### src/rtl/instr_fetch_unit.sv
// Fetch stage: credit-limited sequential PC requests, in-order prefetch FIFO, redirect flush/drain.
// Optional macro FETCH_BYPASS_EN adds a same-cycle response-to-core path when the FIFO is empty.
module instr_fetch_unit #(
   parameter int ADDR_WIDTH = 32,
   parameter int DATA_WIDTH = 32,
   parameter int FIFO_DEPTH = 4,
   parameter logic [ADDR_WIDTH-1:0] RESET_PC = '0
) (
   input  logic                  clk,
   input  logic                  rst,
   output logic                  imem_req_valid,
   input  logic                  imem_req_ready,
   output logic [ADDR_WIDTH-1:0] imem_req_addr,
   input  logic                  imem_resp_valid,
   input  logic [DATA_WIDTH-1:0] imem_resp_data,
   output logic                  if_valid,
   input  logic                  if_ready,
   output logic [DATA_WIDTH-1:0] if_instr,
   output logic [ADDR_WIDTH-1:0] if_pc,
   input  logic                  redirect_valid,
   input  logic [ADDR_WIDTH-1:0] redirect_pc
);

   localparam int CW = $clog2(FIFO_DEPTH + 1);
   localparam int PW = $clog2(FIFO_DEPTH);

   typedef enum logic {FETCH, DRAIN} state_t;

   state_t                state, state_nxt;
   logic                  req_en;
   logic [ADDR_WIDTH-1:0] fetch_pc, resp_pc, redirect_target;
   logic [CW-1:0]         outstanding, outstanding_nxt, drop_cnt, drop_nxt, fifo_count;
   logic [PW-1:0]         wr_ptr, rd_ptr;
   logic [CW:0]           credit_used;
   logic                  req_fire, resp_ok, fifo_empty, bypass, push, pop;

   logic [DATA_WIDTH-1:0] instr_mem [FIFO_DEPTH];
   logic [ADDR_WIDTH-1:0] pc_mem    [FIFO_DEPTH];

   // Both channels transfer on a cycle where valid && ready are high; the
   // response channel has no ready and is accepted whenever a request is owed.
   assign credit_used     = {1'b0, outstanding} + {1'b0, fifo_count};
   assign imem_req_valid  = req_en && (state == FETCH) && (credit_used < (CW+1)'(FIFO_DEPTH));
   assign imem_req_addr   = fetch_pc;
   assign req_fire        = imem_req_valid && imem_req_ready;
   assign resp_ok         = imem_resp_valid && (outstanding != '0);
   assign fifo_empty      = (fifo_count == '0);
   assign redirect_target = redirect_pc & ~ADDR_WIDTH'(3);
   assign outstanding_nxt = outstanding + CW'(req_fire) - CW'(resp_ok);

`ifdef FETCH_BYPASS_EN
   assign bypass = fifo_empty && (state == FETCH) && !redirect_valid && resp_ok;
`else
   assign bypass = 1'b0;
`endif

   assign push = resp_ok && (state == FETCH) && !redirect_valid && !(bypass && if_ready);
   assign pop  = !fifo_empty && if_ready;

   always_comb begin
      if_valid = !fifo_empty || bypass;
      if_instr = '0;
      if_pc    = '0;
      if (!fifo_empty) begin
         if_instr = instr_mem[rd_ptr];
         if_pc    = pc_mem[rd_ptr];
      end else if (bypass) begin
         if_instr = imem_resp_data;
         if_pc    = resp_pc;
      end
   end

   // Stale requests (including one accepted alongside the redirect) are counted into drop_cnt.
   always_comb begin
      state_nxt = state;
      drop_nxt  = drop_cnt;
      if (redirect_valid) begin
         drop_nxt  = outstanding_nxt;
         state_nxt = (outstanding_nxt != '0) ? DRAIN : FETCH;
      end else if (state == DRAIN && resp_ok) begin
         if (drop_cnt != '0) drop_nxt = drop_cnt - CW'(1);
         if (drop_cnt <= CW'(1)) state_nxt = FETCH;
      end
   end

   always_ff @(posedge clk or posedge rst) begin
      if (rst) begin
         state       <= FETCH;
         req_en      <= 1'b0;
         fetch_pc    <= RESET_PC;
         resp_pc     <= RESET_PC;
         outstanding <= '0;
         drop_cnt    <= '0;
         fifo_count  <= '0;
         wr_ptr      <= '0;
         rd_ptr      <= '0;
      end else begin
         state       <= state_nxt;
         req_en      <= 1'b1;
         outstanding <= outstanding_nxt;
         drop_cnt    <= drop_nxt;
         if (redirect_valid) begin
            fetch_pc   <= redirect_target;
            resp_pc    <= redirect_target;
            fifo_count <= '0;
            wr_ptr     <= '0;
            rd_ptr     <= '0;
         end else begin
            if (req_fire) fetch_pc <= fetch_pc + ADDR_WIDTH'(4);
            if (state == FETCH && resp_ok) resp_pc <= resp_pc + ADDR_WIDTH'(4);
            if (push) wr_ptr <= wr_ptr + PW'(1);
            if (pop) rd_ptr <= rd_ptr + PW'(1);
            fifo_count <= fifo_count + CW'(push) - CW'(pop);
         end
      end
   end

   always_ff @(posedge clk) begin
      if (push) begin
         instr_mem[wr_ptr] <= imem_resp_data;
         pc_mem[wr_ptr]    <= resp_pc;
      end
   end

   // A response with nothing owed is a memory protocol error; it is ignored above.
   assert property (@(posedge clk) disable iff (rst) !(imem_resp_valid && outstanding == '0));

endmodule

### config.mk
export PLATFORM = sky130hd
export DESIGN_NAME = instr_fetch_unit
export DESIGN_NICKNAME = d
export VERILOG_FILES = /design/src/rtl/instr_fetch_unit.sv
export SDC_FILE = /design/constraint.sdc
export NUM_CORES = 1
export LEC_CHECK = 0
export BUFFER_PORTS_ARGS = -buffer_cell sky130_fd_sc_hd__buf_2
export CAP_MARGIN = 25
export CORE_MARGIN = 2
export CORE_UTILIZATION = 45
export DETAILED_ROUTE_END_ITERATION = 7
export PLACE_DENSITY = 0.6
export SYNTH_ARGS = -nofsm -noshare
export SYNTH_HDL_FRONTEND = slang
export SYNTH_SLANG_ARGS = --single-unit
### constraint.sdc
create_clock -name clk -period 4.2 [get_ports clk]
set_input_delay 1.26 -clock clk [delete_from_list [all_inputs] [get_ports clk]]
set_output_delay 1.26 -clock clk [all_outputs]
set_load 0.02 [all_outputs]
==> out/qor.csv <==
metric,value,unit
outcome,completed,
track_usage,17.49,%
layout_common_cells,"248 x edfxtp_1, 161 x buf_2, 73 x dfrtp_1",
cts_buffers,36,
start_util,45.90,%
final_antenna_net_count,0,
via_per_inst,5.347,
layout_commonest_cell,edfxtp_1,
endpoint_kind,output pin,
clock_skew,0.008518,ns
ys.flop_type,edfxtp_1,
min-delay-path-class,reg -> reg,
pre_cts_slack,0.6299,ns
ir_drop,0.2448,mV
fin_ws,0.4552,ns
placed_cell_area,0.01505,mm2
stdcell_count,1412,
syn_area,0.01368,mm2
avgSynthCellArea,16.64,um2
cts_tree,built,
ctsHoldBuffers,0,
setup_viol,0,
report.power.total,9.103,mW
rsz0062_at_grt,false,
drv_cap,0,
yosysWarnings,0,
die_area,0.03180,mm2
grt_pass1_wl,42810,um
dp.cells,1349,
syn-instance-count,822,
num_rows,63,
critPathKind,reg -> out,
crit_path_start,rd_ptr[0],
grt_max_degree,65,
grt_overflow,0,
die_w,178.3,um
async_flop_share,23.22,%
clkTransAtPathRegs,0.06,ns
synth_seq_area_share,68.18,%
ctsResizeCount,0,
die_h,178.3,um
drt_pass1_iterations,4,
final_area,0.01615,mm2
drc,0,
core-area,0.02980,mm2
powerDensity,563.8,mW/mm2
ys_ff_latch,323,
wirelength,27360,um
route.vias.total,7550,
final_util,54.19,%
relSlewSlack,43.39,%
max_freq,0.2670,GHz
gp_congestion,0.7919,
root_buffer,clkbuf_16,
antenna_cells,0,
leakage,5.821,nW
cts_max_path_buffers,3,
drive_above_1_share,33.07,%
crit_path_start_kind,flop,
rr_startpoint,outstanding[1],
htreeDepth,2,
dp.final_hpwl,17030,um
cp_data_arrival_time,2.48,ns
cp_max_fo,22,
hold_ws,0.5706,ns
port_buffers,161,
wire_per_inst,19.38,um
tns,0,ns
cts_setup_buffers,0,
worstMarginPinSlew,0.8421,ns
period_needed,3.745,ns
clock_sinks,323,
clk_latency,0.50,ns
synth_edf_count,248,
grt_pass1_vias,7609,
synth_cell_types,50,
fin_nets,1083,
antenna_found_initial,0,
fin_crit_sh,89.16,%
area_growth,18.06,%
drv_slew,0,
drt-initial-drc-count,418,
hold_viol,0,
worstHoldStart,resp_pc[6],
worstPathRequired,2.94,ns
ios,168,
cell families after synthesis:
| logic type | Yosys count | synth area share, % |
|---|---|---|
| AO/OA/AOI/OAI | 44 | 2.077 |
| flip-flops | 323 | 68.18 |
| buffers and inverters | 65 | 2.004 |
| multiplexers | 97 | 13.06 |
| other | 2 | 0.05492 |
| XOR/XNOR | 59 | 3.779 |
| AND/OR/NAND/NOR | 216 | 9.277 |
| adder cells (fa/ha/maj) | 16 | 1.574 |
flip-flops by register name, indices dropped and copies added, names as in the netlist:
register       cells
instr_mem        128
pc_mem           120
imem_req_addr     30
resp_pc           30
drop_cnt           3
fifo_count         3
outstanding        3
rd_ptr             2
wr_ptr             2
req_en             1
state              1
Yosys cell counts, types with 6 or more instances:
cell / count / area [um2]
dfrtp_1: 75 / 1877
nand2_1: 23 / 86.33
nor2_1: 21 / 78.83
buf_2: 6 / 30.03
clkbuf_1: 32 / 120.1
edfxtp_1: 248 / 7447
nor4_1: 9 / 56.30
o21ai_0: 7 / 35.03
ha_1: 14 / 175.2
nor3_1: 13 / 65.06
and4_1: 7 / 61.31
and2_1: 70 / 437.9
nand4_1: 20 / 125.1
mux2_2: 31 / 349.1
xor2_1: 31 / 271.5
mux4_2: 62 / 1396
nand2b_1: 7 / 43.79
a21boi_0: 10 / 75.07
and3_1: 8 / 50.05
xnor2_1: 28 / 245.2
a21oi_1: 13 / 65.06
inv_1: 20 / 75.07
nand3_1: 18 / 90.09
area by class of cell:
cell class                 instances  area, um2
tap                              390      488.0
fill                            2437      13650
inverter                          22      82.58
sequential                       323       9329
multi-input combinational        437       4101
timing repair buffer             177       1051
clock inverter                    15      106.4
clock buffer                      48      987.2
final timing paths:
check | to | slack (ns) | cells past startpoint
min in group asynchronous | drop_cnt[0] | 0.86 | 2
max in group asynchronous | resp_pc[16] | 2.64 | 3
min reg2reg | pc_mem[3][6] | 0.57 | 0
max | if_instr[4] | 0.46 | 4
max reg2reg | state | 1.14 | 11
min | pc_mem[3][6] | 0.57 | 0
critical path, cell delays in order, from the launching register on:
cell	delay [ns]
dfrtp_4	0.73
buf_4	0.36
mux4_2	0.54
and2_1	0.19
buf_2	0.16
routing by layer:
| metal | global-route usage [%] | wire [um] | up-vias |
|---|---|---|---|
| met1 | 25.92 | 12790 | 3821 |
| met4 | 3.659 | 407 | 0 |
| met5 | 0 | 0 | - |
| met3 | 3.069 | 1600 | 30 |
| li1 | - | - | 3483 |
| met2 | 27.38 | 12560 | 216 |
power breakdown:
| group | internal (mW) | leakage (nW) | switching (mW) | total (mW) |
|---|---|---|---|---|
| clock | 1.71 | 0.540 | 1.20 | 2.91 |
| sequential | 3.65 | 3.10 | 0.240 | 3.89 |
| combinational | 1.03 | 2.18 | 1.27 | 2.30 |
No activity file was read; power rests on OpenSTA's default activity.
